File: src/rtl/mm_result_drain.sv
// Streams the accumulator register file out, word 0..DEPTH-1, on a valid/ready
// port once a matrix multiply finishes. A 2-entry FIFO absorbs the read latency.
module mm_result_drain #(
  parameter int DEPTH  = 1024,
  parameter int DATA_W = 24,
  parameter int ADDR_W = 10
) (
  input  logic              i_clk,
  input  logic              i_rst,
  input  logic              i_start,
  output logic              o_busy,
  output logic              o_done,
  output logic              o_acc_rd,
  output logic [ADDR_W-1:0] o_acc_addr,
  input  logic [DATA_W-1:0] i_acc_rdata,
  output logic              o_valid,
  input  logic              i_ready,
  output logic [DATA_W-1:0] o_data,
  output logic              o_last
);

  typedef enum logic [1:0] {IDLE, RUN, FLUSH, DONE} state_t;

  localparam logic [ADDR_W-1:0] LAST_ADDR = ADDR_W'(DEPTH - 1);

  state_t            state, state_nxt;
  logic [ADDR_W-1:0] last_addr;
  logic              issued;
  logic [ADDR_W-1:0] rd_addr;
  logic              rd_en;
  logic [2:0]        occ;
  logic              vld_p1, last_p1;
  logic [DATA_W-1:0] fifo_data [2];
  logic              fifo_last [2];
  logic              wr_ptr, rd_ptr;
  logic [1:0]        cnt;
  logic              push, pop;

  // A word popped this cycle frees its slot in time for a read issued now,
  // which is what sustains one word per cycle without ever exceeding 2 entries.
  always_comb begin
    push     = vld_p1;
    o_valid  = (cnt != 2'd0);
    pop      = o_valid & i_ready;
    occ      = {1'b0, cnt} + {2'b00, vld_p1} - {2'b00, pop};
    rd_addr  = issued ? (last_addr + ADDR_W'(1)) : '0;
    rd_en    = (state == RUN) && (occ < 3'd2);
    o_acc_rd   = rd_en;
    o_acc_addr = rd_en ? rd_addr : last_addr;
    o_data   = o_valid ? fifo_data[rd_ptr] : '0;
    o_last   = o_valid & fifo_last[rd_ptr];
    o_busy   = (state == RUN) || (state == FLUSH);
    o_done   = (state == DONE);
  end

  always_comb begin
    state_nxt = state;
    case (state)
      IDLE:  if (i_start) state_nxt = RUN;
      RUN:   if (rd_en && (rd_addr == LAST_ADDR)) state_nxt = FLUSH;
      FLUSH: if (pop && o_last) state_nxt = DONE;
      DONE:  state_nxt = IDLE;
      default: state_nxt = IDLE;
    endcase
  end

  always_ff @(posedge i_clk or posedge i_rst) begin
    if (i_rst) begin
      state     <= IDLE;
      last_addr <= '0;
      issued    <= 1'b0;
    end else begin
      state <= state_nxt;
      if (rd_en) begin
        last_addr <= rd_addr;
        issued    <= 1'b1;
      end else if (state == DONE) begin
        issued <= 1'b0;
      end
    end
  end

  // Stage p1: register-file read in flight, tagged with its last-word flag
  always_ff @(posedge i_clk or posedge i_rst) begin
    if (i_rst) begin
      vld_p1  <= 1'b0;
      last_p1 <= 1'b0;
    end else begin
      vld_p1  <= rd_en;
      last_p1 <= rd_en && (rd_addr == LAST_ADDR);
    end
  end

  // Stage p2: output FIFO
  always_ff @(posedge i_clk or posedge i_rst) begin
    if (i_rst) begin
      wr_ptr <= 1'b0;
      rd_ptr <= 1'b0;
      cnt    <= 2'd0;
    end else begin
      if (push) wr_ptr <= ~wr_ptr;
      if (pop)  rd_ptr <= ~rd_ptr;
      case ({push, pop})
        2'b10:   cnt <= cnt + 2'd1;
        2'b01:   cnt <= cnt - 2'd1;
        default: cnt <= cnt;
      endcase
    end
  end

  always_ff @(posedge i_clk) begin
    if (push) begin
      fifo_data[wr_ptr] <= i_acc_rdata;
      fifo_last[wr_ptr] <= last_p1;
    end
  end

endmodule

File: config.mk
export PLATFORM = sky130hd
export DESIGN_NAME = mm_result_drain
export DESIGN_NICKNAME = d
export VERILOG_FILES = /design/src/rtl/mm_result_drain.sv
export SDC_FILE = /design/constraint.sdc
export NUM_CORES = 1
export LEC_CHECK = 0
export BUFFER_PORTS_ARGS = -buffer_cell sky130_fd_sc_hd__buf_4
export CAP_MARGIN = 10
export CORE_ASPECT_RATIO = 0.6
export CORE_UTILIZATION = 40
export DETAILED_ROUTE_END_ITERATION = 12
export MAX_ROUTING_LAYER = met4
export PLACE_DENSITY = 0.61
export REMOVE_ABC_BUFFERS = 1
export SETUP_SLACK_MARGIN = 0.05
export SYNTH_ARGS = -nofsm -noshare
export SYNTH_HDL_FRONTEND = slang
export SYNTH_SLANG_ARGS = --single-unit
File: constraint.sdc
create_clock -name i_clk -period 3.19 [get_ports i_clk]
set_input_delay 0.319 -clock i_clk [delete_from_list [all_inputs] [get_ports i_clk]]
set_output_delay 0.319 -clock i_clk [all_outputs]
set_load 0.02 [all_outputs]
==> results of run 1 <==
[worst reg2reg max path: cells and delay by family, from the launching register on]
kind / cells / cell delay [ps]
simple gates: 3 / 840
compound gates: 3 / 800
flops: 1 / 430
fa+ha+maj: 1 / 410
xor+xnor: 1 / 200
[what timing repair did]
item / CTS / global route
endpoints found under the setup margin: 9 / 8
cloned: 1 / 0
pin swaps: 1 / 2
buffers inserted: 2 / 0
resized for setup: 4 / 4
[report_power, final]
part / switching [mW] / leakage, nW / internal (mW)
Combinational: 0.991 / 0.873 / 0.729
Clock: 0.356 / 0.161 / 0.763
Sequential: 0.153 / 0.672 / 1.18
[flip-flops by register name (all words and copies together), names as in the netlist]
name,cells
cnt,2
issued,1
rd_ptr,1
push,1
state,2
last_addr,10
last_p1,1
fifo_last,2
fifo_data,48
wr_ptr,1
[final timing paths]
check | cells past startpoint | endpoint | from | slack [ps]
worst max-delay path | 9 | o_acc_addr[9] | push$_DFF_PP0_ | 180
worst min-delay path | 2 | last_addr[7]$_DFF_PP0_ | i_rst | 130
worst max register to register | 8 | state[1]$_DFFE_PP0P_ | push$_DFF_PP0_ | 410
worst min register to register | 0 | fifo_last[1]$_DFFE_PP_ | last_p1$_DFF_PP0_ | 450
max in group asynchronous | 2 | push$_DFF_PP0_ | i_rst | 2530
min in group i_clk | 1 | fifo_data[0][7]$_DFFE_PP_ | i_acc_rdata[7] | 180
[metal layers]
metal	up-vias	track usage, %	wire (µm)
li1	1028	-	-
met1	981	22.4	2930
met2	71	24.8	2760
met3	10	5.73	445
met4	0	6.93	88
met5	-	-	0
[synthesized netlist by cell type, types with 2 or more instances]
library cell,n
buf_1,2
nor2_1,36
nor3_1,7
xor2_1,2
and2_1,2
nand4b_1,2
or2b_1,2
nand4_1,2
edfxtp_1,50
nand2_1,13
dfrtp_1,19
buf_6,3
o21ai_0,13
xnor2_1,2
inv_1,6
clkbuf_1,5
a21o_1,2
nor2b_1,4
a22o_1,3
nand3_1,8
a21oi_1,7
ha_1,5
mux2i_1,27
[logic make-up after synthesis]
kind of cell,count (synthesis),synth area share [%]
and+or+nand+nor,82,12.9
muxes,28,9.16
adders and majority gates,6,2.69
AOI/OAI and AO/OA,32,6.68
buffers and inverters,18,3.10
xor gates and xnor gates,4,1.14
DFF,69,64.4
[cell type report]
| type | count | share of cell area (%) |
|---|---|---|
| Multi-Input combinational cell | 153 | 25.6 |
| Tap cell | 104 | 3.19 |
| Clock inverter | 6 | 2.70 |
| Clock buffer | 10 | 5.62 |
| Inverter | 6 | 0.553 |
| Timing Repair Buffer | 75 | 13.8 |
| Sequential cell | 69 | 48.5 |
[stage by stage]
stage	setup slack [ps]	total power, mW	cells
after global placement	312	2.97	404
after CTS	83.4	4.19	423
after global routing	61.3	4.40	423
after floorplan	161	2.36	227
after detailed placement	188	3.00	404
final	182	4.17	423
==> run summary, run 1 <==
STATUS
--------------------------------------------------------------------------------------
Outcome                                                                   complete, no violations

GLOBAL ROUTE
--------------------------------------------------------------------------------------
Pin count of the biggest net entering global routing                                27
Grt total ovfl                                                                       0
GRT Resource Usage Total                                                         17.2%
Initial antenna violation count                                                      0
Vias in the first global route                                                    1952
Global-route wire length before repair                                         9730 µm

LOGIC SYNTHESIS
--------------------------------------------------------------------------------------
Sequential cell area fraction in the yosys report                                64.4%
Leading area contributor after synthesis                                      edfxtp_1
Main synth FF type                                                            edfxtp_1
Number of synthesized flops with an enable pin                                      50
Syn avg cell area                                                             12.9 µm²
Top-area cell type share of the netlist area                                     48.9%
Number of storage elements in the synthesis netlist                                 69
Main area contributors after synthesis                                    edfxtp_1 (49%), dfrtp_1 (15%), mux2i_1 (8.8%)
Yosys synthesis warning count                                                        0
Synthesized area                                                              3070 µm²
Number of distinct standard cells referenced by the synthesized netlist             40
Post-synthesis async set-or-reset flop share                                     27.5%
Number of cells produced by synthesis                                              239

CELLS AND AREA
--------------------------------------------------------------------------------------
Final design area excluding fillers                                           4080 µm²
Proportion of layout cells with a drive suffix above 1                           31.7%
Post-layout utilization of the core                                              55.4%
Growth of design area from synthesis to finish                                   32.7%
Number of nets in the layout                                                       348
Area occupied by multi-input gates                                            1040 µm²
Most common library cell in the layout ignoring fill and taps                    buf_4
Register area                                                                 1980 µm²
Leading cell types in the layout, fill and taps excluded                  buf_4 (75), edfxtp_1 (50), nor2_1 (35)
Filler Cell Count                                                                  628
Antenna cell count                                                                   0

CRITICAL PATH
--------------------------------------------------------------------------------------
Critical Path RT                                                               2870 ps
Worst setup EP type                                                       primary output
Type of element launching the critical path                                       flop
Largest stage delay on the critical path                                        510 ps
Largest driver fanout on the critical path                                           9
Most Frequent Cell on Critical Path                                              buf_4
Arr. time, crit path                                                           2690 ps
Series of cell instances along the critical path                          nor2b_2 > o21ai_0 > fa_2 > nand3_2 > buf_4 > nor2_1 > mux2_2 > a22o_1 > buf_4
CP max stage cell                                                                 fa_2
Combined buffer and inverter count along the critical path                           2
Crit path kind                                                            flop to primary output
Dominant delay contributor by cell family on the critical path             adder cells

TIMING
--------------------------------------------------------------------------------------
Number of endpoints with negative hold slack in the final report                     0
Maximum clock rate                                                             332 MHz
Post-Route Skew                                                                3.40 ps
Count of final setup violators                                                       0
Clock period minus worst slack                                                 3010 ps
Fin Hold WS                                                                     133 ps
Post-Route Setup TNS                                                              0 ps
Actual transition at the worst max-transition pin                               766 ps
Worst rel slew slack                                                             48.9%
Unrepaired setup endpoints after global routing                                  false
Period utilisation layout                                                        94.3%
Max Slew Vio Count                                                                   0

CLOCK TREE
--------------------------------------------------------------------------------------
TritonCTS clock tree                                                              done
Clock Sink Count                                                                    69
Clock buffers created by TritonCTS                                                   9
Worst-skew pair later-pin latency                                               320 ps
Clock Tree Buf Depth                                                                 2
Clock slew at reported path FFs                                                  50 ps
Library cell used as clock root buffer                                       clkbuf_16
Clock H-tree levels                                                                  3
Hold-fix buffers at CTS                                                              0

FLOORPLANNING
--------------------------------------------------------------------------------------
Vert. Die Dim                                                                  69.9 µm
Area of the core region                                                       7360 µm²
Area of the die                                                               8050 µm²
Initial Util                                                                     41.8%
Number of rows in the core area                                                     24
Floorplan die width                                                             115 µm
Top-level port count                                                                67

ROUTING
--------------------------------------------------------------------------------------
Antenna-violating nets left                                                          0
Via count of the routed design                                                    2090
1st-pass router iterations                                                           4
Average wire length per cell after detail routing                              14.7 µm
Initial DRC Count                                                                   91
Total Routed Length                                                            6220 µm
Vias per cell                                                                     4.94
DRC violation count after routing                                                    0

POWER AND IR DROP
--------------------------------------------------------------------------------------
Leakage power total                                                            1.71 nW
Worst ir drop on vdd                                                          0.508 mV
Total power per unit cell area                                             1020 nW/µm²

PLACED DESIGN
--------------------------------------------------------------------------------------
Number of I/O port buffers                                                          66
Final weighted congestion in routability-driven placement                        0.850
Area after DPL                                                                3680 µm²
Dpl hpwl                                                                       4140 µm

FLOW RUN
--------------------------------------------------------------------------------------
Max_cap viols                                                                        0

MIN PATH
--------------------------------------------------------------------------------------
Min-delay worst type                                                      input port to async pin

No activity file was read; power rests on OpenSTA's default activity.
==> run 2, diff against run 1 <==
- CTS_BUF_LIST: default -> sky130_fd_sc_hd__clkbuf_8
==> run summary, run 2 (synthesis results as in run 1) <==
PLACED DESIGN
-------------------------------------------------------------------------------
Pre-CTS worst setup slack                                                188 ps   unchanged
Area after DPL                                                         3680 µm²   unchanged
Dpl hpwl                                                                4140 µm   unchanged
Number of I/O port buffers                                                   66   unchanged
Final weighted congestion in routability-driven placement                 0.850   unchanged

CELLS AND AREA
-------------------------------------------------------------------------------
Post-layout utilization of the core                                       54.0%   was 55.4%
Growth of design area from synthesis to finish                            29.4%   was 32.7%
Antenna cell count                                                            0   unchanged
Number of nets in the layout                                                348   unchanged
Filler Cell Count                                                           643   was 628
Final design area excluding fillers                                    3970 µm²   was 4080 µm²
Area occupied by multi-input gates                                     1040 µm²   unchanged
Leading cell types in the layout, fill and taps excluded           buf_4 (75), edfxtp_1 (50), nor2_1 (35)   unchanged
Most flops, register                                                  fifo_data   unchanged
Register area                                                          1980 µm²   unchanged
Most common library cell in the layout ignoring fill and taps             buf_4   unchanged
Proportion of layout cells with a drive suffix above 1                    31.7%   unchanged
Flip-flop count of the largest register after layout                         48   unchanged
Largest registers ranked by flip-flop count                        fifo_data x48, last_addr x10   unchanged

TIMING
-------------------------------------------------------------------------------
Maximum clock rate                                                      337 MHz   was 332 MHz
Setup slack after layout                                                 227 ps   was 182 ps
Max Slew Vio Count                                                            0   unchanged
Unrepaired setup endpoints after global routing                           false   unchanged
Number of endpoints with negative hold slack in the final report              0   unchanged
Count of final setup violators                                                0   unchanged
Post-Route Skew                                                         6.06 ps   was 3.40 ps
Post-Route Setup TNS                                                       0 ps   unchanged
Worst rel slew slack                                                      48.2%   was 48.9%
Actual transition at the worst max-transition pin                        776 ps   was 766 ps
Clock period minus worst slack                                          2960 ps   was 3010 ps
Period utilisation layout                                                 92.9%   was 94.3%

FLOORPLANNING
-------------------------------------------------------------------------------
Area of the die                                                        8050 µm²   unchanged
Initial Util                                                              41.8%   unchanged
Top-level port count                                                         67   unchanged
Floorplan die width                                                      115 µm   unchanged
Vert. Die Dim                                                           69.9 µm   unchanged
Number of rows in the core area                                              24   unchanged
Area of the core region                                                7360 µm²   unchanged

CRITICAL PATH
-------------------------------------------------------------------------------
Arr. time, crit path                                                    2640 ps   was 2690 ps
Worst setup EP type                                                primary output   unchanged
Capture instance of the worst register-to-register path            state[1]$_DFFE_PP0P_   unchanged
Combined buffer and inverter count along the critical path                    2   unchanged
Critical Path RT                                                        2870 ps   about the same
Crit path kind                                                     flop to primary output   unchanged
CP Launch Point                                                    push$_DFF_PP0_   unchanged
Worst-case register-to-register setup slack                              410 ps   about the same
Most Frequent Cell on Critical Path                                       buf_4   unchanged
Register-to-Register Path Depth                                               8   unchanged
Largest stage delay on the critical path                                 430 ps   was 510 ps
Start of the worst register-to-register path                       push$_DFF_PP0_   unchanged
CP max stage cell                                                       dfrtp_2   was fa_2
Dominant delay contributor by cell family on the critical path       flip-flops   was adder cells
Series of cell instances along the critical path                   nor2b_2 > o21ai_1 > fa_2 > xnor2_4 > nand3_2 > buf_4 > nor2_1 > mux2_2 > a22o_1 > buf_4   was nor2b_2 > o21ai_0 > fa_2 > nand3_2 > buf_4 > nor2_1 > mux2_2 > a22o_1 > buf_4
Type of element launching the critical path                                flop   unchanged
Largest driver fanout on the critical path                                    9   unchanged

STATUS
-------------------------------------------------------------------------------
Outcome                                                            complete, no violations   unchanged

ROUTING
-------------------------------------------------------------------------------
DRC violation count after routing                                             0   unchanged
Via count of the routed design                                             2104   was 2090
Vias per cell                                                              4.97   was 4.94
Initial DRC Count                                                            87   was 91
Antenna-violating nets left                                                   0   unchanged
Total Routed Length                                                     6210 µm   was 6220 µm
1st-pass router iterations                                                    4   unchanged
Average wire length per cell after detail routing                       14.7 µm   about the same

GLOBAL ROUTE
-------------------------------------------------------------------------------
GRT Resource Usage Total                                                  17.0%   was 17.2%
Vias in the first global route                                             1981   was 1952
Global-route wire length before repair                                  9750 µm   was 9730 µm
Grt total ovfl                                                                0   unchanged
Initial antenna violation count                                               0   unchanged
Pin count of the biggest net entering global routing                         27   unchanged

CLOCK TREE
-------------------------------------------------------------------------------
Clock Tree Buf Depth                                                          2   unchanged
Clock H-tree levels                                                           3   unchanged
Clock slew at reported path FFs                                           70 ps   was 50 ps
Clock buffers created by TritonCTS                                            9   unchanged
TritonCTS clock tree                                                       done   unchanged
Library cell used as clock root buffer                                 clkbuf_8   was clkbuf_16
Clock Sink Count                                                             69   unchanged
Worst-skew pair later-pin latency                                        330 ps   was 320 ps

POWER AND IR DROP
-------------------------------------------------------------------------------
Worst ir drop on vdd                                                   0.426 mV   was 0.508 mV
Total power per unit cell area                                       979 nW/µm²   was 1020 nW/µm²
Leakage power total                                                     1.66 nW   was 1.71 nW
Power consumption                                                       3.89 mW   was 4.17 mW

FLOW RUN
-------------------------------------------------------------------------------
Max_cap viols                                                                 0   unchanged

MIN PATH
-------------------------------------------------------------------------------
Min-delay worst type                                               input port to async pin   unchanged

run 2: metal layers:
layer / track usage, % / wire (µm) / vias up
li1: - / - / 1024
met1: 22.2 / 2980 / 1005
met2: 25.0 / 2780 / 64
met3: 5.30 / 359 / 11
met4: 6.20 / 93 / 0
met5: - / 0 / -
run 2: how the worst max path moves through the flow:
stage / cells past startpoint / endpoint / slack, ps
6_report: 10 / o_acc_addr[9] / 230
5_1_grt: 10 / o_acc_addr[8] / 60
4_1_cts: 10 / o_acc_addr[8] / 60
3_5_place_dp: 10 / o_acc_addr[8] / 190
3_3_place_gp: 10 / o_acc_addr[8] / 310
2_1_floorplan: 8 / o_acc_addr[4] / 160
run 2: final cells by class:
cell class	instances	share of cell area (%)
clock buffer	9	3.12
multi-input combinational	153	26.2
tap	104	3.27
clock inverter	7	2.87
inverter	6	0.567
timing repair buffer	75	14.2
sequential	69	49.8
run 2: power breakdown:
group | switching [mW] | total, mW | internal (mW) | leakage (nW)
Clock | 0.322 | 0.838 | 0.517 | 0.119
Sequential | 0.150 | 1.33 | 1.18 | 0.672
Combinational | 0.995 | 1.72 | 0.730 | 0.873
Total | 1.47 | 3.89 | 2.42 | 1.66
run 2: worst register-to-register path: cells and delay by family (launching register included):
family,cells,cell delay (ps)
compound gates,3,780
simple gates,3,850
flops,1,430
xor+xnor,1,210
fa+ha+maj,1,400
run 2: timing repair:
action | in CTS | in global routing
resized for setup | 4 | 5
pin swaps | 1 | 2
setup buffers | 2 | 0
gates cloned | 1 | 0
setup endpoints to repair | 9 | 9
hold buffers | 0 | 0
run 2: per-stage QoR:
step | instances | hold WS [ps]
after floorplan | 227 | 270
after global routing | 423 | 142
after global placement | 404 | 434
final | 423 | 126
after detailed placement | 404 | 436
after CTS | 423 | 140
